File: src/rtl/uart_tx_arbiter.sv
// Round-robin scheduler sharing one uart_tx among NUM_REQ byte producers.
// Optional busy-rise watchdog enabled by defining UART_ARB_BUSY_TIMEOUT_EN.
module uart_tx_arbiter #(
  parameter int unsigned NUM_REQ      = 4,
  parameter int unsigned WIDTH        = 8,
  parameter int unsigned IDW          = 2,
  parameter int unsigned BUSY_TIMEOUT = 64
) (
  input  logic                     clk,
  input  logic                     rst_n,
  input  logic [NUM_REQ-1:0]       req_valid,
  input  logic [NUM_REQ*WIDTH-1:0] req_data,
  output logic [NUM_REQ-1:0]       req_ready,
  output logic                     tx_wr_en,
  output logic [WIDTH-1:0]         tx_data,
  output logic                     tx_start,
  input  logic                     tx_busy,
  output logic                     active,
  output logic [IDW-1:0]           grant_id,
  output logic                     err_timeout
);

  typedef enum logic [2:0] {StIdle, StLoad, StStart, StWaitBusy, StWaitDone} state_e;

  state_e         state_q, state_d;
  logic [IDW-1:0] last_grant_q;
  logic [IDW-1:0] win_idx;
  logic           found;
  logic           accept;
  logic           timeout_hit;
  int unsigned    idx;

  // Search starts just after the last served requester and wraps.
  always_comb begin
    found   = 1'b0;
    win_idx = '0;
    idx     = 0;
    for (int unsigned k = 1; k <= NUM_REQ; k++) begin
      idx = (32'(last_grant_q) + k) % NUM_REQ;
      if (!found && req_valid[idx]) begin
        found   = 1'b1;
        win_idx = IDW'(idx);
      end
    end
  end

  assign accept = (state_q == StIdle) && !tx_busy && found;

`ifdef UART_ARB_BUSY_TIMEOUT_EN
  localparam int unsigned CntW = $clog2(BUSY_TIMEOUT + 1);

  logic [CntW-1:0] cnt_q;
  logic            err_q;

  assign timeout_hit = (state_q == StWaitBusy) && !tx_busy && (cnt_q == CntW'(BUSY_TIMEOUT - 1));

  always_ff @(posedge clk or negedge rst_n) begin
    if (!rst_n) begin
      cnt_q <= '0;
      err_q <= 1'b0;
    end else begin
      err_q <= timeout_hit;
      if (state_q != StWaitBusy) begin
        cnt_q <= '0;
      end else if (!tx_busy) begin
        cnt_q <= cnt_q + 1'b1;
      end
    end
  end

  assign err_timeout = err_q;
`else
  logic unused_timeout;
  assign unused_timeout = ^BUSY_TIMEOUT;
  assign timeout_hit    = 1'b0;
  assign err_timeout    = 1'b0;
`endif

  always_ff @(posedge clk or negedge rst_n) begin
    if (!rst_n) begin
      state_q <= StIdle;
    end else begin
      state_q <= state_d;
    end
  end

  always_comb begin
    state_d = state_q;
    unique case (state_q)
      StIdle:     if (accept) state_d = StLoad;
      StLoad:     state_d = StStart;
      StStart:    if (!tx_busy) state_d = StWaitBusy;
      StWaitBusy: begin
        if (tx_busy) begin
          state_d = StWaitDone;
        end else if (timeout_hit) begin
          state_d = StIdle;
        end
      end
      StWaitDone: if (!tx_busy) state_d = StIdle;
      default:    state_d = StIdle;
    endcase
  end

  always_comb begin
    req_ready = '0;
    // Gate with reset so every output reads 0 while rst_n is low.
    if (accept && rst_n) req_ready[win_idx] = 1'b1;
    tx_wr_en = (state_q == StLoad);
    tx_start = (state_q == StStart) && !tx_busy;
    active   = (state_q != StIdle);
  end

  always_ff @(posedge clk or negedge rst_n) begin
    if (!rst_n) begin
      tx_data      <= '0;
      grant_id     <= '0;
      last_grant_q <= IDW'(NUM_REQ - 1);
    end else begin
      if (accept) begin
        tx_data  <= req_data[32'(win_idx) * WIDTH +: WIDTH];
        grant_id <= win_idx;
      end
      if (((state_q == StWaitDone) && !tx_busy) || timeout_hit) begin
        last_grant_q <= grant_id;
      end
    end
  end

endmodule
File: config.mk
export PLATFORM = sky130hd
export DESIGN_NAME = uart_tx_arbiter
export DESIGN_NICKNAME = d
export VERILOG_FILES = /design/src/rtl/uart_tx_arbiter.sv
export SDC_FILE = /design/constraint.sdc
export NUM_CORES = 1
export LEC_CHECK = 0
export CORE_MARGIN = 5
export CORE_UTILIZATION = 40
export DETAILED_ROUTE_END_ITERATION = 12
export PLACE_DENSITY = 0.78
export SLEW_MARGIN = 25
export SYNTH_ARGS = -nofsm -noshare
export SYNTH_HDL_FRONTEND = slang
export SYNTH_SLANG_ARGS = --single-unit
export TNS_END_PERCENT = 1
File: constraint.sdc
create_clock -name clk -period 6 [get_ports clk]
set_clock_uncertainty 0.05 [all_clocks]
set_input_delay 1.2 -clock clk [delete_from_list [all_inputs] [get_ports clk]]
set_output_delay 1.2 -clock clk [all_outputs]
set_load 0.02 [all_outputs]
==> impl_metrics.json, run 1 <==
{
  "fin_cells": 191,
  "portBuffers": 55,
  "grt_pass1_vias": 1101,
  "setup_viol": 0,
  "async_flop_share_pct": 100,
  "grt_max_degree": 19,
  "timing.final.ws_setup_ns": 1.14,
  "synthTopCellsByArea": "dfrtp_1, a211oi_1, mux2i_1",
  "holdCritPathClass": "reg -> reg",
  "setup-tns-final_ns": 0,
  "path_cells": "clkdlybuf4s50_1 -> or2_4 -> nor4_2 -> nand3_1 -> nor2_1 -> clkdlybuf4s50_1",
  "hold_violations": 0,
  "cts_resized": 0,
  "p_per_area_nw_per_um2": 380,
  "drtIter0Drc": 31,
  "critPathSlowestCell": "nor4_2",
  "synth_flop_cell": "dfrtp_1",
  "root_buffer": "clkbuf_4",
  "synth_edf_count": 0,
  "clock-sinks": 15,
  "netlist_area_um2": 1040,
  "multi_input_area_um2": 603,
  "firstDrtPassIters": 4,
  "cts_made_buffers": 3,
  "num_vias": 1024,
  "synthesis.instances": 108,
  "rows": 18,
  "syn_area_per_cell_um2": 9.66,
  "final-seq-area_um2": 378,
  "slew_headroom_pct": 36.1,
  "worstRegToRegCells": 5,
  "io_pins": 57,
  "rrSetupSlack_ns": 3.58,
  "min_period_over_period_pct": 80.9,
  "synth_top_cell_by_area": "dfrtp_1",
  "cp_max_fo": 11,
  "crit_top_cell": "clkdlybuf4s50_1",
  "synth_cell_types": 38,
  "wirelength_mm": 3.04,
  "h-tree-depth": 1,
  "end_kind": "output pin",
  "power.total_uw": 609,
  "die_w_um": 61.1,
  "via_per_inst": 5.36,
  "cts.path.max_buffers": 2,
  "post-place-ws_ns": 1.17,
  "ys_ff_latch": 15,
  "tritoncts": "yes",
  "track_usage_pct": 18.5,
  "hold_depth": 2,
  "route.detailed.drc": 0,
  "finalMaxSlewViolations": 0,
  "initial_core_util_pct": 42.1,
  "hold_buffers": 0,
  "path_class": "in -> out",
  "clkTransAtPathRegs_ns": 0.10,
  "die_area_um2": 3730,
  "route.detailed.wl_per_inst_um": 15.9,
  "required_ns": 4.75,
  "startpoint_type": "input pin",
  "hpwl_mm": 2.40,
  "synth_top_area_share_pct": 31.2,
  "cap_violations": 0,
  "ys_seq_area_share_pct": 36.2,
  "max_stage_delay_ns": 0.71,
  "ir_drop_mv": 0.229,
  "dp_cells": 187,
  "syn_to_final_growth_pct": 53.6,
  "yosysMostFrequentCell": "nor2_1",
  "gp_congestion": 0.781,
  "insertion_delay_ns": 0.29,
  "final_core_util_pct": 64.7,
  "fin_nets": 201,
  "synth_common_cells": "nor2_1, a211oi_1, dfrtp_1",
  "worstMarginPinSlew_ns": 0.951,
  "drive_above_1_share_pct": 11.2,
  "grt.overflow.total": 0,
  "fillers": 223,
  "arrival_ns": 3.61,
  "grt_pass1_wl_mm": 5.09,
  "status": "finished, final reports clean",
  "rsz0062_at_grt": "false",
  "syn_nets": 147,
  "min_period_ns": 4.86,
  "antenna_found_initial": 0,
  "postRouteAntennaNets": 0,
  "fmax_mhz": 206,
  "synth_warnings": 0,
  "fp.dieH_um": 61.1,
  "core_area_um2": 2480,
  "postCtsSetupRepairBufs": 0,
  "p_leak_nw": 0.608,
  "diodes": 0
}
## sequential cells by signal, indices dropped and copies added (netlist names)
| signal | count |
|---|---|
| state_q | 3 |
| tx_data | 8 |
| last_grant_q | 2 |
| grant_id | 2 |
## area by class of cell
class                      count  share of cell area (%)
clock buffer                   4                    1.64
multi-input combinational     86                    37.6
sequential                    15                    23.6
tap                           30                    2.34
timing repair buffer          56                    34.8
## layout by cell type, fill, tap and decap left out, drive strengths merged
cell	n
mux2i	8
clkbuf	4
o21bai	1
nor3	2
or2	2
o31a	1
a2bb2oi	1
dfstp	2
a2111oi	3
conb	1
clkdlybuf4s50	55
nand2	5
and3	1
buf	1
a211oi	14
o21ai	2
and3b	1
and2b	1
nor4	3
or4	1
nor2	16
o31ai	1
dfrtp	13
a21boi	8
nand3	2
a21oi	1
or3	1
and2	3
a21o	1
nor3b	3
nor2b	1
mux2	2
## kinds of logic after synthesis
logic type / after synthesis / synth area share, %
other: 1 / 0.359
and+or+nand+nor: 42 / 21.3
AOI/OAI and AO/OA: 33 / 25.7
buffers and inverters: 7 / 6.59
muxes: 10 / 9.83
DFF: 15 / 36.2
## worst max-delay path, delay by kind of cell
family / cells / cell delay (ns)
buf+inv: 2 / 1.07
simple gates: 4 / 1.32
## metrics by stage
| step | hold WS (ns) | instance area (um^2) |
|---|---|---|
| 2_1_floorplan | 0.502 | 1040 |
| 3_3_place_gp | 0.444 | 1580 |
| 3_5_place_dp | 0.469 | 1580 |
| 4_1_cts | 0.492 | 1600 |
| 5_1_grt | 0.518 | 1600 |
| 6_report | 0.483 | 1600 |
## path summary, 6_finish.rpt
check,from,endpoint
worst min register to register,grant_id[0],grant_id[0]
min in group asynchronous,rst_n,grant_id[1]
max in group asynchronous,rst_n,last_grant_q[0]
worst max register to register,state_q[0],tx_data[0]
worst min-delay path,grant_id[0],grant_id[0]
worst max-delay path,tx_busy,req_ready[0]
## power breakdown
group / total [mW] / internal (mW) / leakage [nW] / switching [mW]
logic: 0.348 / 0.172 / 0.422 / 0.176
registers: 0.199 / 0.153 / 0.172 / 0.0461
clock network: 0.0622 / 0.0259 / 0.0150 / 0.0363
total: 0.609 / 0.351 / 0.608 / 0.258
## layer usage
metal	wire length [um]	GRT usage [%]
met1	1150	21.0
met2	1600	32.6
met3	241	5.24
met4	42	6.81
met5	0	0
Power figures use the tool's default switching activity.
==> run 2, diff against run 1 <==
--- a/config.mk
+++ b/config.mk
@@ -6,9 +6,9 @@
 export NUM_CORES = 1
 export LEC_CHECK = 0
 export CORE_MARGIN = 5
-export CORE_UTILIZATION = 40
+export CORE_UTILIZATION = 38
 export DETAILED_ROUTE_END_ITERATION = 12
-export PLACE_DENSITY = 0.78
+export PLACE_DENSITY = 0.75
 export SLEW_MARGIN = 25
 export SYNTH_ARGS = -nofsm -noshare
 export SYNTH_HDL_FRONTEND = slang
==> constraint.sdc (replaced) <==
create_clock -name clk -period 4.57 [get_ports clk]
set_clock_uncertainty 0.05 [all_clocks]
set_input_delay 0.914 -clock clk [delete_from_list [all_inputs] [get_ports clk]]
set_output_delay 0.914 -clock clk [all_outputs]
set_load 0.02 [all_outputs]
==> impl_metrics.json, run 2 (synthesized netlist as in run 1, its figures left out) <==
{
  "portBuffers": 55,
  "required_ns": 3.61,
  "status": "finished, final reports clean",
  "regMostFlops": "tx_data",
  "slew_headroom_pct": 59.4,
  "track_usage_pct": 15.6,
  "hold_start": "grant_id[1]",
  "multi_input_area_um2": 603,
  "finalMaxSlewViolations": 0,
  "worstMarginPinSlew_ns": 0.604,
  "crit_top_cell": "clkdlybuf4s50_1",
  "setup_viol": 0,
  "critPathSlowestCell": "clkdlybuf4s50_1",
  "fin_nets": 202,
  "wirelength_mm": 3.10,
  "cap_violations": 0,
  "num_vias": 1052,
  "root_buffer": "clkbuf_4",
  "hpwl_mm": 2.50,
  "min_period_over_period_pct": 87.2,
  "final_common_cell": "clkdlybuf4s50_1",
  "die_w_um": 62.4,
  "p_leak_nw": 0.613,
  "firstDrtPassIters": 4,
  "fillers": 251,
  "path_class": "in -> out",
  "hold_buffers": 0,
  "largest_reg_flops": 8,
  "route.detailed.drc": 0,
  "syn_to_final_growth_pct": 54.4,
  "hold_violations": 0,
  "fin_area_um2": 1610,
  "critical_path.top_delay_family": "buffers and inverters",
  "cp-startpoint": "req_valid[3]",
  "cp.buffers_inverters": 2,
  "crit_cells": 6,
  "antenna_found_initial": 0,
  "max_stage_delay_ns": 0.55,
  "cts_resized": 0,
  "final-seq-area_um2": 378,
  "postRouteAntennaNets": 0,
  "swShare_pct": 42.1,
  "combPwrFrac_pct": 57.9,
  "setup-tns-final_ns": 0,
  "whs_ns": 0.483,
  "internal-power_uw": 463,
  "layout_common_cells": "clkdlybuf4s50_1, nor2_1, a211oi_1",
  "rsz0062_at_grt": "false",
  "sequentialPowerShare_pct": 32.6,
  "core_area_um2": 2690,
  "fp.dieH_um": 62.4,
  "grt_pass1_wl_mm": 5.09,
  "holdCritPathClass": "reg -> reg",
  "startpoint_type": "input pin",
  "insertion_delay_ns": 0.28,
  "path_cells": "clkdlybuf4s50_1 -> mux2i_1 -> a2bb2oi_2 -> and2_4 -> nor2_1 -> clkdlybuf4s50_1",
  "tritoncts": "yes",
  "rows": 19,
  "initial_core_util_pct": 38.8,
  "pwr-share-clk_pct": 9.5,
  "route.detailed.wl_per_inst_um": 16.0,
  "min_period_ns": 3.99,
  "final_core_util_pct": 60.0,
  "r2r_end": "tx_data[2]",
  "fmax_mhz": 251,
  "cp_max_fo": 18,
  "switchingPower_uw": 336,
  "grt_max_degree": 19,
  "clkTransAtPathRegs_ns": 0.09,
  "grt_pass1_vias": 1065,
  "gp_congestion": 0.789,
  "grt.overflow.total": 0,
  "rrSetupSlack_ns": 2.39,
  "r2r-start": "last_grant_q[1]",
  "via_per_inst": 5.45,
  "worstRegToRegCells": 5,
  "end_kind": "output pin",
  "cts.path.max_buffers": 2,
  "arrival_ns": 3.02,
  "diodes": 0,
  "clock-sinks": 15,
  "p_per_area_nw_per_um2": 496,
  "cts_made_buffers": 3,
  "postCtsSetupRepairBufs": 0,
  "io_pins": 57,
  "die_area_um2": 3890,
  "power.total_uw": 799,
  "drive_above_1_share_pct": 11.7,
  "ir_drop_mv": 0.352,
  "drtIter0Drc": 31,
  "crit_end": "req_ready[3]",
  "top_regs": "tx_data x8, state_q x3",
  "h-tree-depth": 1,
  "detailed_place.area_um2": 1590
}
-- run 2: cell type report --
| type | count | share of cell area (%) |
|---|---|---|
| Clock buffer | 4 | 1.63 |
| Multi-Input combinational cell | 86 | 37.4 |
| Sequential cell | 15 | 23.4 |
| Tap cell | 31 | 2.41 |
| Timing Repair Buffer | 57 | 35.1 |
-- run 2: worst min path at each step --
stage                        to  slack, ns  cells past startpoint
floorplan            state_q[0]       0.50                      2
global placement    grant_id[0]       0.46                      2
detailed placement  grant_id[1]       0.47                      1
CTS                 grant_id[1]       0.49                      1
global route        grant_id[1]       0.53                      1
finish              grant_id[1]       0.48                      1
-- run 2: per-layer routing --
layer	part of all wire [%]	track usage [%]
met1	44	19.6
met2	51	26.8
met3	4.6	3.78
met4	0.13	3.18
met5	0	0
-- run 2: through the flow --
step,std cells,setup slack [ns]
4_1_cts,193,0.614
5_1_grt,193,0.497
3_5_place_dp,189,0.619
3_3_place_gp,189,0.691
6_report,193,0.584
2_1_floorplan,108,1.50
-- run 2: power by group through the flow --
stage          sequential (mW)  combinational, mW  clock (mW)
2_1_floorplan            0.293              0.270           0
3_3_place_gp             0.261              0.455           0
3_5_place_dp             0.261              0.464           0
4_1_cts                  0.260              0.465      0.0784
5_1_grt                  0.271              0.498      0.0812
6_report                 0.260              0.463      0.0761
==> run 3, diff against run 2 <==
--- a/config.mk
+++ b/config.mk
@@ -5,10 +5,12 @@
 export SDC_FILE = /design/constraint.sdc
 export NUM_CORES = 1
 export LEC_CHECK = 0
+export ABC_AREA = 1
 export CORE_MARGIN = 5
-export CORE_UTILIZATION = 38
+export CORE_UTILIZATION = 40
 export DETAILED_ROUTE_END_ITERATION = 12
-export PLACE_DENSITY = 0.75
+export PLACE_DENSITY = 0.72
+export SKIP_CTS_REPAIR_TIMING = 1
 export SLEW_MARGIN = 25
 export SYNTH_ARGS = -nofsm -noshare
 export SYNTH_HDL_FRONTEND = slang
==> impl_metrics.json, run 3 <==
{
  "syn_nets": 257,
  "cap_violations": 0,
  "switchingPower_uw": 777,
  "num_vias": 1476,
  "fillers": 333,
  "diodes": 0,
  "wirelength_mm": 3.61,
  "cts_made_buffers": 3,
  "required_ns": 3.61,
  "cts.path.max_buffers": 2,
  "finalMaxSlewViolations": 0,
  "gp_congestion": 0.800,
  "die_w_um": 68.6,
  "final_common_cell": "nand2_1",
  "largest_reg_flops": 8,
  "synthesis.instances": 218,
  "p_per_area_nw_per_um2": 722,
  "fmax_mhz": 241,
  "setup_viol": 0,
  "track_usage_pct": 16.9,
  "rows": 21,
  "synth_top_area_share_pct": 25.9,
  "netlist_area_um2": 1380,
  "rsz0062_at_grt": "false",
  "core_area_um2": 3340,
  "combPwrFrac_pct": 76.6,
  "async_flop_share_pct": 100,
  "ys_seq_area_share_pct": 27.5,
  "io_pins": 57,
  "route.detailed.wl_per_inst_um": 11.3,
  "initial_core_util_pct": 41.2,
  "antenna_found_initial": 0,
  "clkTransAtPathRegs_ns": 0.09,
  "die_area_um2": 4710,
  "p_leak_nw": 0.990,
  "grt_pass1_wl_mm": 6.15,
  "fp.dieH_um": 68.6,
  "fin_nets": 313,
  "syn_area_per_cell_um2": 6.31,
  "insertion_delay_ns": 0.28,
  "synthTopCellsByArea": "nand2_1, dfrtp_1, nand2_2",
  "root_buffer": "clkbuf_4",
  "internal-power_uw": 638,
  "firstDrtPassIters": 4,
  "top_regs": "tx_data x8, state_q x3",
  "hpwl_mm": 2.81,
  "syn_to_final_growth_pct": 42.5,
  "startpoint_type": "input pin",
  "synth_common_cells": "nand2_1, nand3_1, nand2_2",
  "setup-tns-final_ns": 0,
  "grt_max_degree": 18,
  "holdCritPathClass": "reg -> reg",
  "tritoncts": "yes",
  "path_class": "in -> out",
  "synth_cell_types": 25,
  "drive_above_1_share_pct": 17.6,
  "swShare_pct": 54.9,
  "pwr-share-clk_pct": 5.5,
  "timing.final.ws_setup_ns": 0.426,
  "arrival_ns": 3.18,
  "power.total_mw": 1.41,
  "regMostFlops": "tx_data",
  "synth_edf_count": 0,
  "synth_warnings": 0,
  "min_period_over_period_pct": 90.7,
  "drtIter0Drc": 122,
  "ir_drop_mv": 0.351,
  "status": "finished, final reports clean",
  "yosysMostFrequentCell": "nand2_1",
  "ys_ff_latch": 15,
  "min_period_ns": 4.14,
  "post-place-ws_ns": 0.447,
  "sequentialPowerShare_pct": 17.9,
  "hold_violations": 0,
  "via_per_inst": 4.63,
  "grt_pass1_vias": 1402,
  "synth_top_cell_by_area": "nand2_1",
  "route.detailed.drc": 0,
  "layout_common_cells": "nand2_1, clkdlybuf4s50_1, nand3_1",
  "cp_max_fo": 17,
  "portBuffers": 55,
  "synth_flop_cell": "dfrtp_1",
  "clock-sinks": 15,
  "end_kind": "output pin",
  "postRouteAntennaNets": 0,
  "h-tree-depth": 1,
  "grt.overflow.total": 0
}
[run 3: changes by cell type in the layout (fill, tap and decap cells not counted), moves of 3 or more]
cell      change
a211oi_1     -14
nor3b_1       -3
inv_2         +3
buf_4         +3
nand3_1      +23
a21boi_0      -8
nor3_1        +5
nand2_1      +90
nand2_4       +4
inv_1        +15
nor2_1        -9
nand2_2      +23
mux2i_1       -8
[run 3: power groups by stage]
| stage | Sequential (mW) | Clock, mW | Combinational [mW] |
|---|---|---|---|
| floorplan | 0.282 | 0 | 0.857 |
| global placement | 0.255 | 0 | 1.09 |
| detailed placement | 0.254 | 0 | 1.09 |
| CTS | 0.253 | 0.0796 | 1.10 |
| global route | 0.266 | 0.0884 | 1.23 |
| finish | 0.253 | 0.0771 | 1.08 |
[run 3: through the flow]
stage	hold WS [ns]	area, um^2	util (%)	instances
floorplan	0.493	1380	-	218
global placement	0.414	1930	57.9	315
detailed placement	0.414	1930	57.9	315
CTS	0.443	1960	58.7	319
global route	0.486	1960	58.7	319
finish	0.436	1960	58.7	319
[run 3: critical path, cell delays in order]
cell             delay (ns)
clkdlybuf4s50_1        0.43
inv_1                  0.06
nand2_1                0.06
nand2_1                0.15
nand2_1                0.06
nand2_1                0.07
nand2_2                0.07
nand2_4                0.07
nand2_2                0.21
nand2_4                0.16
inv_1                  0.06
nor3_1                 0.21
clkdlybuf4s50_1        0.64
[run 3: cell type report]
class,instances,area [um^2],share of cell area (%)
multi-input combinational,175,832,42.5
timing repair buffer,60,588,30.0
inverter,19,76.3,3.90
tap,46,57.6,2.94
clock inverter,1,5.00,0.255
sequential,15,378,19.3
clock buffer,3,22.5,1.15
[run 3: path summary, 6_finish.rpt]
kind                                      start              end  slack (ns)  cells past startpoint
worst max register to register  last_grant_q[0]       tx_data[3]        2.23                     16
worst min-delay path                 tx_data[2]       tx_data[2]        0.44                      2
worst max-delay path               req_valid[3]     req_ready[3]        0.43                     13
worst min register to register       tx_data[2]       tx_data[2]        0.44                      2
min in group asynchronous                 rst_n       state_q[1]        0.89                      2
max in group asynchronous                 rst_n  last_grant_q[0]        3.33                      2
[run 3: logic make-up after synthesis]
family / count (synthesis) / synth area share, %
flip-flops: 15 / 27.5
AO/OA/AOI/OAI: 9 / 3.73
other: 1 / 0.273
AND/OR/NAND/NOR: 165 / 56.5
buffers and inverters: 28 / 12.0
[run 3: per-layer routing]
layer  vias up  wire (um)  GRT usage [%]
met1       645       1670           22.3
met3         6        198           2.11
met5         -          0              0
met4         0         74           5.71
li1        780          -              -
met2        45       1670           28.5
